<file path="src/rtl/cache_debug_mc_pkg.sv">
// Shared cache geometry types, status-word bit positions and FSM encoding
// for the cache debug master controller.
package cache_debug_mc_pkg;

  localparam int TAG_W   = 12;
  localparam int INDEX_W = 6;
  localparam int STATE_W = 2;
  localparam int IO_W    = 2;

  typedef logic [TAG_W-1:0]   addr_tag;
  typedef logic [INDEX_W-1:0] addr_index;
  typedef logic [STATE_W-1:0] line_state;
  typedef logic [31:0]        word;

  // Command payload: io attribute bits above the set index.
  typedef struct packed {
    logic [IO_W-1:0] io;
    addr_index       index;
  } addr_bits;

  localparam int STAT_BUSY      = 0;
  localparam int STAT_VALID     = 1;
  localparam int STAT_ERR       = 2;
  localparam int STAT_CACHED    = 3;
  localparam int STAT_STATE_LSB = 4;
  localparam int STAT_INDEX_LSB = STAT_STATE_LSB + STATE_W;
  localparam int STAT_TAG_LSB   = STAT_INDEX_LSB + INDEX_W;
  localparam int STATUS_W       = STAT_TAG_LSB + TAG_W;

  typedef enum logic [1:0] {
    DBG_IDLE    = 2'd0,
    DBG_REQ     = 2'd1,
    DBG_CAPTURE = 2'd2
  } dbg_state_e;

  function automatic word pack_status(input logic      busy,
                                      input logic      valid,
                                      input logic      err,
                                      input logic      cached,
                                      input line_state st,
                                      input addr_index idx,
                                      input addr_tag   tag);
    word s;
    s                              = '0;
    s[STAT_BUSY]                   = busy;
    s[STAT_VALID]                  = valid;
    s[STAT_ERR]                    = err;
    s[STAT_CACHED]                 = cached;
    s[STAT_STATE_LSB +: STATE_W]   = st;
    s[STAT_INDEX_LSB +: INDEX_W]   = idx;
    s[STAT_TAG_LSB +: TAG_W]       = tag;
    return s;
  endfunction

endpackage

</file>
<file path="src/rtl/cache_debug_sel.sv">
// Per-channel multiplexer picking tag, line state and line data of the
// cache channel currently selected for inspection.
module cache_debug_sel
  import cache_debug_mc_pkg::*;
#(
  parameter  int NUM_CACHES = 4,
  parameter  int LINE_WORDS = 4,
  localparam int SEL_W      = (NUM_CACHES > 1) ? $clog2(NUM_CACHES) : 1,
  localparam int LINE_W     = LINE_WORDS * 32
) (
  input  logic [SEL_W-1:0]              sel,
  input  logic [NUM_CACHES*TAG_W-1:0]   tag_rd,
  input  logic [NUM_CACHES*STATE_W-1:0] state_rd,
  input  logic [NUM_CACHES*LINE_W-1:0]  data_rd,
  output addr_tag                       tag,
  output line_state                     state,
  output logic [LINE_W-1:0]             line
);

  always_comb begin
    tag   = '0;
    state = '0;
    line  = '0;
    for (int i = 0; i < NUM_CACHES; i++) begin
      if (sel == SEL_W'(i)) begin
        tag   = tag_rd[i*TAG_W +: TAG_W];
        state = state_rd[i*STATE_W +: STATE_W];
        line  = data_rd[i*LINE_W +: LINE_W];
      end
    end
  end

endmodule

</file>
<file path="src/rtl/cache_debug_mc.sv">
// Avalon-MM debug master that snapshots one line (tag/state/data) from a
// selected cache channel. Optional CACHE_DEBUG_SCAN_EN: reading the last
// captured word auto-issues a capture of the next index on the same channel.
module cache_debug_mc
  import cache_debug_mc_pkg::*;
#(
  parameter  int NUM_CACHES = 4,
  parameter  int LINE_WORDS = 4,
  parameter  int TIMEOUT    = 255,
  localparam int AW         = $clog2(LINE_WORDS) + 1,
  localparam int LINE_W     = LINE_WORDS * 32
) (
  input  logic                          clk,
  input  logic                          rst,
  input  logic [AW-1:0]                 dbg_address,
  input  logic                          dbg_read,
  input  logic                          dbg_write,
  input  logic [31:0]                   dbg_writedata,
  output logic                          dbg_waitrequest,
  output logic [31:0]                   dbg_readdata,
  output logic [NUM_CACHES-1:0]         debug_req,
  input  logic [NUM_CACHES-1:0]         debug_ready,
  output addr_index                     debug_index,
  input  logic [NUM_CACHES*TAG_W-1:0]   tag_rd,
  input  logic [NUM_CACHES*STATE_W-1:0] state_rd,
  input  logic [NUM_CACHES*LINE_W-1:0]  data_rd
);

  localparam int OFF_W = AW - 1;
  localparam int SEL_W = (NUM_CACHES > 1) ? $clog2(NUM_CACHES) : 1;
  localparam int CNT_W = $clog2(TIMEOUT + 1);

  if (STATUS_W > 32) begin : g_status_overflow
    $error("cache_debug_mc: status fields exceed 32 bits");
  end

  dbg_state_e          state_q, state_d;
  logic [SEL_W-1:0]    sel_q, sel_d;
  addr_index           index_q, index_d;
  logic [IO_W-1:0]     io_q, io_d;
  logic [CNT_W-1:0]    cnt_q, cnt_d;
  logic                valid_q, valid_d;
  logic                err_q, err_d;
  logic                cached_q, cached_d;
  line_state           cap_state_q, cap_state_d;
  addr_tag             cap_tag_q, cap_tag_d;
  logic [LINE_W-1:0]   cap_line_q, cap_line_d;

  addr_tag             mux_tag;
  line_state           mux_state;
  logic [LINE_W-1:0]   mux_line;

  logic                win_hit;
  logic [OFF_W-1:0]    win_off;
  logic                busy;
  logic                wr_reg;
  logic                wr_cmd;
  logic                wr_sel;
  logic                scan_issue;
  logic                ready_sel;
  logic [NUM_CACHES-1:0] sel_onehot;
  logic [SEL_W-1:0]    sel_clamped;
  addr_bits            cmd_bits;
  word                 status_word;

  cache_debug_sel #(
    .NUM_CACHES (NUM_CACHES),
    .LINE_WORDS (LINE_WORDS)
  ) u_sel (
    .sel      (sel_q),
    .tag_rd   (tag_rd),
    .state_rd (state_rd),
    .data_rd  (data_rd),
    .tag      (mux_tag),
    .state    (mux_state),
    .line     (mux_line)
  );

  // Bus decode: address MSB picks the captured-word window, else registers.
  always_comb begin
    win_hit     = dbg_address[AW-1];
    win_off     = dbg_address[OFF_W-1:0];
    busy        = (state_q != DBG_IDLE);
    wr_reg      = dbg_write && !win_hit;
    wr_cmd      = wr_reg && !busy && !dbg_address[0];
    wr_sel      = wr_reg && !busy && dbg_address[0];
    cmd_bits    = addr_bits'(dbg_writedata[$bits(addr_bits)-1:0]);
    sel_clamped = (dbg_writedata >= 32'(NUM_CACHES)) ? SEL_W'(NUM_CACHES - 1)
                                                     : dbg_writedata[SEL_W-1:0];
    dbg_waitrequest = !rst && wr_reg && busy;
  end

`ifdef CACHE_DEBUG_SCAN_EN
  always_comb begin
    scan_issue = dbg_read && win_hit && (win_off == OFF_W'(LINE_WORDS - 1)) &&
                 valid_q && !busy && !wr_cmd && !wr_sel;
  end
`else
  always_comb begin
    scan_issue = 1'b0;
  end
`endif

  always_comb begin
    sel_onehot = '0;
    for (int i = 0; i < NUM_CACHES; i++) begin
      sel_onehot[i] = (sel_q == SEL_W'(i));
    end
    ready_sel   = |(debug_ready & sel_onehot);
    debug_req   = (state_q == DBG_REQ) ? sel_onehot : '0;
    debug_index = index_q;
  end

  always_comb begin
    status_word = pack_status(busy, valid_q, err_q, cached_q,
                              cap_state_q, index_q, cap_tag_q);
    dbg_readdata = '0;
    if (!rst && dbg_read) begin
      if (win_hit) begin
        for (int k = 0; k < LINE_WORDS; k++) begin
          if (win_off == OFF_W'(k)) begin
            dbg_readdata = cap_line_q[k*32 +: 32];
          end
        end
      end else if (dbg_address[0]) begin
        dbg_readdata = 32'(sel_q);
      end else begin
        dbg_readdata = status_word;
      end
    end
  end

  always_comb begin
    state_d     = state_q;
    sel_d       = sel_q;
    index_d     = index_q;
    io_d        = io_q;
    cnt_d       = cnt_q;
    valid_d     = valid_q;
    err_d       = err_q;
    cached_d    = cached_q;
    cap_state_d = cap_state_q;
    cap_tag_d   = cap_tag_q;
    cap_line_d  = cap_line_q;
    unique case (state_q)
      DBG_IDLE: begin
        if (wr_sel) begin
          sel_d = sel_clamped;
        end
        if (wr_cmd) begin
          index_d = cmd_bits.index;
          io_d    = cmd_bits.io;
          cnt_d   = '0;
          state_d = DBG_REQ;
        end else if (scan_issue) begin
          index_d = index_q + addr_index'(1);
          cnt_d   = '0;
          state_d = DBG_REQ;
        end
      end
      DBG_REQ: begin
        // Ready wins over a timeout landing in the same cycle.
        if (ready_sel) begin
          cap_tag_d   = mux_tag;
          cap_state_d = mux_state;
          cap_line_d  = mux_line;
          cached_d    = !(|io_q);
          valid_d     = 1'b1;
          err_d       = 1'b0;
          state_d     = DBG_CAPTURE;
        end else if (cnt_q == CNT_W'(TIMEOUT - 1)) begin
          valid_d = 1'b0;
          err_d   = 1'b1;
          state_d = DBG_IDLE;
        end else begin
          cnt_d = cnt_q + CNT_W'(1);
        end
      end
      DBG_CAPTURE: begin
        state_d = DBG_IDLE;
      end
      default: begin
        state_d = DBG_IDLE;
      end
    endcase
  end

  always_ff @(posedge clk) begin
    if (rst) begin
      state_q     <= DBG_IDLE;
      sel_q       <= '0;
      index_q     <= '0;
      io_q        <= '0;
      cnt_q       <= '0;
      valid_q     <= 1'b0;
      err_q       <= 1'b0;
      cached_q    <= 1'b0;
      cap_state_q <= '0;
      cap_tag_q   <= '0;
      cap_line_q  <= '0;
    end else begin
      state_q     <= state_d;
      sel_q       <= sel_d;
      index_q     <= index_d;
      io_q        <= io_d;
      cnt_q       <= cnt_d;
      valid_q     <= valid_d;
      err_q       <= err_d;
      cached_q    <= cached_d;
      cap_state_q <= cap_state_d;
      cap_tag_q   <= cap_tag_d;
      cap_line_q  <= cap_line_d;
    end
  end

endmodule

</file>
<file path="config.mk">
export PLATFORM = sky130hd
export DESIGN_NAME = cache_debug_mc
export DESIGN_NICKNAME = d
export VERILOG_FILES = /design/src/rtl/cache_debug_mc_pkg.sv /design/src/rtl/cache_debug_sel.sv /design/src/rtl/cache_debug_mc.sv
export SDC_FILE = /design/constraint.sdc
export NUM_CORES = 1
export LEC_CHECK = 0
export ABC_AREA = 1
export BUFFER_PORTS_ARGS = -buffer_cell sky130_fd_sc_hd__buf_2
export CAP_MARGIN = 40
export CORE_AREA = 2 2 251 253
export DETAILED_ROUTE_END_ITERATION = 8
export DIE_AREA = 0 0 253 255
export PLACE_DENSITY = 0.48
export RECOVER_POWER = 25
export SETUP_SLACK_MARGIN = 0.15
export SYNTH_ARGS = -nofsm -noshare
export SYNTH_HDL_FRONTEND = slang
export SYNTH_SLANG_ARGS = --single-unit
</file>
<file path="constraint.sdc">
create_clock -name clk -period 1.42 [get_ports clk]
set_input_delay 0.142 -clock clk [delete_from_list [all_inputs] [get_ports clk]]
set_output_delay 0.142 -clock clk [all_outputs]
set_load 0.03 [all_outputs]
</file>
==> metrics.csv, run 1 <==
metric,value,unit
status,"complete, but fails checks",
failed_checks,"hold timing, setup timing",
rrSetupSlack,-0.35,ns
setup_tns,-51.76,ns
max_freq,565.0,MHz
dieWidth,253,um
synth-async-reset-ratio,0,
hold_viol,3,
cp_max_fo,8,
min_period,1.770,ns
grt_usage,0.1946,
cts_made_buffers,17,
synth_area_leader_cell,dfxtp_1,
path_class,reg2reg,
synth_cells,1659,
netlist_top_cells_area,"dfxtp_1 (32%), nand2_1 (19%), nand3_1 (12%)",
final_cell_count_no_fill,3356,
setup_viol,192,
drt-total-wl,68160,um
cts_buffer_depth,2,
yosys_warnings,0,
die_area,64520,um^2
critical_path.startpoint_type,flip-flop,
synth.avg_cell_area,6.155,um^2
rr_worst_depth,11,
layout.nets,3153,
endpoint_kind,flip-flop,
synth_commonest_cells,"nand2_1 (507), nand3_1 (248), a21oi_1 (200), dfxtp_1 (165), o21ai_0 (118)",
gp_congestion,0.9131,
yosysSeqAreaShare,0.3235,
dr.pass1.iters,5,
antenna_found_initial,7,
required,1.79,ns
tritoncts,yes,
coreArea,62160,um^2
endpoint,cap_line_q[3]$_SDFFE_PP0P_,
antenna_left,0,
max_slew_margin,0.6884,
clkSinkCount,165,
n_fill_cell,6781,
synth_edf_count,0,
p_per_area,726.3,nW/um^2
hp-class,in2reg,
synth.most_common_cell,nand2_1,
r2r-end,cap_line_q[3]$_SDFFE_PP0P_,
grt_pass1_vias,14300,
dp_hpwl,52800,um
overflow,0,
dp.cells,3239,
final_layout_size_suffix_gt1_frac,0.5327,
synthesis.nets,2272,
timing.final.crit_share,1.247,
drc_errors,0,
ctsRootBufferMaster,clkbuf_16,
io_buffer_count,653,
arrival,2.14,ns
ys.flop_type,dfxtp_1,
grt_pass1_wl,91180,um
synth-seq-cells,165,
rr_startpoint,sel_q[0]$_SDFFE_PP0P_,
grt_max_degree,73,
vias_per_cell,4.505,
layout_setup_ws,-0.3501,ns
path_clk_slew,0.07,ns
clock_latency,0.44,ns
cts.htree.levels,4,
hold_slack,-0.01184,ns
synthDistinctLibCells,37,
die_y,255,um
start_util,0.1643,
row_count,92,
rsz0062_at_grt,yes,
synth_top_area_frac,0.3235,
synthesis.area,10210,um^2
area_delta_synth_final,97.32,%
drtIter0Drc,952,
ir_drop,0.0006828,V
p_leak,9.010,nW
skew,0.01213,ns
cap_violations,0,
vias,15120,
worst_pin_slew,0.4674,ns
io-pin-count,654,
slew_violations,0,
cp-startpoint,sel_q[0]$_SDFFE_PP0P_,
post_drt_wl_per_cell,20.31,um
dp_slack,-0.4766,ns
where the power goes:
| part | switching [mW] | internal (mW) |
|---|---|---|
| registers | 0.108 | 4.76 |
| clock network | 2.11 | 2.59 |
| logic | 2.69 | 2.39 |
| total | 4.90 | 9.73 |
worst min path at each step:
| stage | cells past startpoint | from | end | slack, ns |
|---|---|---|---|---|
| 3_3_place_gp | 3 | dbg_writedata[0] | sel_q[0]$_SDFFE_PP0P_ | 0.43 |
| 3_5_place_dp | 3 | dbg_writedata[0] | sel_q[0]$_SDFFE_PP0P_ | 0.42 |
| 4_1_cts | 3 | data_rd[395] | cap_line_q[11]$_SDFFE_PP0P_ | 0.0003 |
| 2_1_floorplan | 2 | data_rd[479] | cap_line_q[95]$_SDFFE_PP0P_ | 0.31 |
| 5_1_grt | 3 | data_rd[505] | cap_line_q[121]$_SDFFE_PP0P_ | -0.002 |
| 6_report | 3 | data_rd[486] | cap_line_q[102]$_SDFFE_PP0P_ | -0.01 |
stage by stage:
step                      power [mW]  instance area [um^2]  hold slack [ns]    util
after floorplan                6.536                 10660           0.3078       -
after global placement         9.273                 16500           0.4337  0.2655
after detailed placement       9.253                 16500           0.4247  0.2655
after CTS                      14.40                 18790        0.0002792  0.3023
after global routing           15.31                 20150        -0.002458  0.3241
final                          14.63                 20150         -0.01184  0.3241
critical path: stages, from the launching register on:
cell	delay (ns)
dfxtp_4	0.42
inv_4	0.05
buf_6	0.12
nand3_2	0.05
nand2_2	0.08
o21ai_4	0.24
buf_6	0.14
buf_8	0.12
buf_12	0.15
buf_6	0.16
nand3_1	0.09
o21ai_1	0.08
registers in the layout, summed over array words and instances, names as in the netlist:
| name | count |
|---|---|
| cap_line_q | 128 |
| state_q | 2 |
| debug_index | 6 |
| valid_q | 1 |
| io_q | 2 |
| cap_tag_q | 12 |
| cnt_q | 8 |
| cached_q | 1 |
| sel_q | 2 |
| cap_state_q | 2 |
| err_q | 1 |
layout make-up:
cell class | count | area [um^2] | share of cell area
Antenna cell | 4 | 10.01 | 0.0004968
Clock buffer | 20 | 466.7 | 0.02316
Clock inverter | 12 | 117.6 | 0.005837
Inverter | 95 | 384.1 | 0.01906
Multi-Input combinational cell | 1270 | 7637 | 0.3791
Sequential cell | 165 | 3368 | 0.1672
Tap cell | 799 | 999.7 | 0.04962
Timing Repair Buffer | 991 | 7164 | 0.3556
layer usage:
| metal | global-route usage | vias up | wire length [um] |
|---|---|---|---|
| li1 | - | 7430 | - |
| met1 | 0.2418 | 7003 | 28780 |
| met2 | 0.3325 | 587 | 32490 |
| met3 | 0.03580 | 96 | 4340 |
| met4 | 0.07658 | 2 | 2546 |
| met5 | 0 | - | 13 |
logic make-up after synthesis:
family / synth area share
XOR/XNOR: 0.0008579
adder cells (fa/ha/maj): 0.002450
AND/OR/NAND/NOR: 0.3362
AO/OA/AOI/OAI: 0.2408
buffers and inverters: 0.09619
flip-flops: 0.3235
cell usage in the layout, fill, tap and decap left out, drive strengths merged, types with 6 or more instances in the layout:
cell | Yosys | layout
buf | 64 | 961
nand2 | 508 | 508
nand3 | 248 | 248
a21oi | 200 | 200
dfxtp | 165 | 165
o21ai | 147 | 147
inv | 94 | 97
o22ai | 54 | 54
nor2 | 45 | 45
clkbuf | 65 | 34
a31oi | 26 | 26
dlygate4sd3 | 0 | 14
o221ai | 10 | 10
o211ai | 6 | 6
nand4 | 6 | 6
what timing repair did:
item                       4_1_cts  5_1_grt
setup buffers                   29       10
cloned                          14       14
setup endpoints to repair      192      203
pin swaps                       23       65
gates resized for setup        307      283
hold endpoints to repair         9        5
hold buffers                     9        5
(Power assumes the default switching activity.)
==> run 2, diff against run 1 <==
--- a/config.mk
+++ b/config.mk
@@ -14,6 +14,7 @@
 export PLACE_DENSITY = 0.48
 export RECOVER_POWER = 25
 export SETUP_SLACK_MARGIN = 0.15
+export SKIP_LAST_GASP = 1
 export SYNTH_ARGS = -nofsm -noshare
 export SYNTH_HDL_FRONTEND = slang
 export SYNTH_SLANG_ARGS = --single-unit
==> metrics.csv, run 2 (synthesis results as in run 1) <==
metric,value,unit,change
status,"complete, but fails checks",,unchanged
failed_checks,"hold timing, setup timing",,unchanged
grt_usage,0.1942,,was 0.1946
layout.nets,3154,,was 3153
post_drt_wl_per_cell,20.20,um,was 20.31 um
dr.pass1.iters,6,,was 5
drt-total-wl,67800,um,was 68160 um
drc_errors,0,,unchanged
tritoncts,yes,,unchanged
setup_tns,-52.77,ns,was -51.76 ns
hold_viol,6,,was 3
final_cell_mix,"buf_2 (613), nand2_1 (488), buf_4 (234)",,"was buf_2 (613), nand2_1 (486), buf_4 (226)"
antenna_found_initial,8,,was 7
area_delta_synth_final,94.99,%,was 97.32%
slew_violations,0,,unchanged
p_sw_frac,0.3345,,was 0.3352
max_slew_margin,0.6894,,was 0.6884
seq_power_share,0.334,,was 0.332
hp-class,in2reg,,unchanged
gp_congestion,0.9131,,unchanged
cp_max_fo,2,,was 8
p_comb_frac,0.342,,was 0.347
grt_pass1_wl,90970,um,was 91180 um
final_cell_count_no_fill,3357,,was 3356
multi_input_area,7412,um^2,was 7637 um^2
setup_viol,192,,unchanged
min_period,1.768,ns,was 1.770 ns
n_fill_cell,6805,,was 6781
row_count,92,,unchanged
die_y,255,um,unchanged
hold_path_depth,3,,unchanged
regMostFlops,cap_line_q,,unchanged
pwr-share-clk,0.324,,was 0.321
vias,14980,,was 15120
final_layout_size_suffix_gt1_frac,0.5094,,was 0.5327
coreArea,62160,um^2,unchanged
vias_per_cell,4.462,,was 4.505
clock_latency,0.45,ns,was 0.44 ns
drtIter0Drc,886,,was 952
cts_made_buffers,17,,unchanged
p_sw,4.875,mW,was 4.905 mW
max_freq,565.5,MHz,was 565.0 MHz
die_area,64520,um^2,unchanged
worst_pin_slew,0.4659,ns,was 0.4674 ns
ctsRootBufferMaster,clkbuf_16,,unchanged
timing.final.crit_share,1.245,,was 1.247
clkSinkCount,165,,unchanged
overflow,0,,unchanged
required,1.28,ns,was 1.79 ns
hold_slack,-0.01700,ns,was -0.01184 ns
largest_reg_flops,128,,unchanged
p_leak,8.939,nW,was 9.010 nW
cap_violations,0,,unchanged
cell_internal_pwr,9.701,mW,was 9.728 mW
io-pin-count,654,,unchanged
critical_path.startpoint_type,flip-flop,,unchanged
cts_buffer_depth,2,,unchanged
grt_pass1_vias,14230,,was 14300
arrival,1.63,ns,was 2.14 ns
path_clk_slew,0.07,ns,about the same
endpoint_kind,output port,,was flip-flop
rsz0062_at_grt,yes,,unchanged
dp.cells,3239,,unchanged
layout_setup_ws,-0.3484,ns,was -0.3501 ns
ir_drop,0.0006940,V,was 0.0006828 V
final_common_cell,buf_2,,unchanged
io_buffer_count,653,,unchanged
rr_worst_depth,10,,was 11
p_per_area,732.1,nW/um^2,was 726.3 nW/um^2
cts.htree.levels,4,,unchanged
skew,0.008219,ns,was 0.01213 ns
regArea,3359,um^2,was 3368 um^2
dieWidth,253,um,unchanged
grt_max_degree,73,,unchanged
start_util,0.1643,,unchanged
top_regs,"cap_line_q x128, cap_tag_q x12, cnt_q x8",,unchanged
dp_hpwl,52800,um,unchanged
path_class,reg2out,,was reg2reg
antenna_left,0,,unchanged
-- run 2: final timing paths --
| path | start | end | slack, ns |
|---|---|---|---|
| setup / recovery | cap_state_q[0]$_SDFFE_PP0P_ | dbg_readdata[4] | -0.35 |
| hold reg to reg | io_q[0]$_SDFFE_PP0P_ | io_q[0]$_SDFFE_PP0P_ | 0.46 |
| setup reg to reg | sel_q[0]$_SDFFE_PP0P_ | cap_line_q[32]$_SDFFE_PP0P_ | -0.34 |
| hold / removal | data_rd[486] | cap_line_q[102]$_SDFFE_PP0P_ | -0.02 |
-- run 2: final cells by class --
type,count,area share
antenna,4,0.0005027
clock inverter,12,0.005907
sequential,165,0.1687
timing repair buffer,992,0.3598
multi-input combinational,1270,0.3723
clock buffer,20,0.02344
tap,799,0.05021
inverter,95,0.01917
-- run 2: what timing repair did --
action / 4_1_cts / 5_1_grt
cloned: 14 / 14
hold endpoints to repair: 9 / 4
hold buffers: 9 / 4
pin swaps: 23 / 60
setup endpoints to repair: 192 / 203
setup buffers: 29 / 12
resized for setup: 231 / 281
-- run 2: critical path, cell delays in order, from the launching register on --
cell	delay (ns)
dfxtp_1	0.40
nand2_1	0.10
a21oi_1	0.20
o2111ai_1	0.19
inv_1	0.09
clkbuf_4	0.20
-- run 2: power groups by stage --
stage               Clock, mW  Sequential [mW]  Combinational [mW]
global placement            0             4.95                4.32
CTS                      4.76             4.85                4.71
finish                   4.72             4.86                4.99
global route             4.95             4.87                5.41
floorplan                   0             4.93                1.61
detailed placement          0             4.95                4.30
-- run 2: metrics by stage --
stage / setup slack (ns) / util / power (mW) / area, um^2
floorplan: -0.02593 / - / 6.536 / 10660
CTS: -0.3280 / 0.2980 / 14.32 / 18530
detailed placement: -0.4766 / 0.2655 / 9.253 / 16500
global route: -0.4165 / 0.3203 / 15.23 / 19910
global placement: -0.4889 / 0.2655 / 9.273 / 16500
finish: -0.3484 / 0.3203 / 14.58 / 19910
-- run 2: per-layer routing --
layer,share of wire,wire length (um),GRT usage
met1,0.43,28830,0.2421
met3,0.062,4187,0.03559
met4,0.035,2406,0.07236
met5,0.00019,13,0
met2,0.48,32360,0.3329
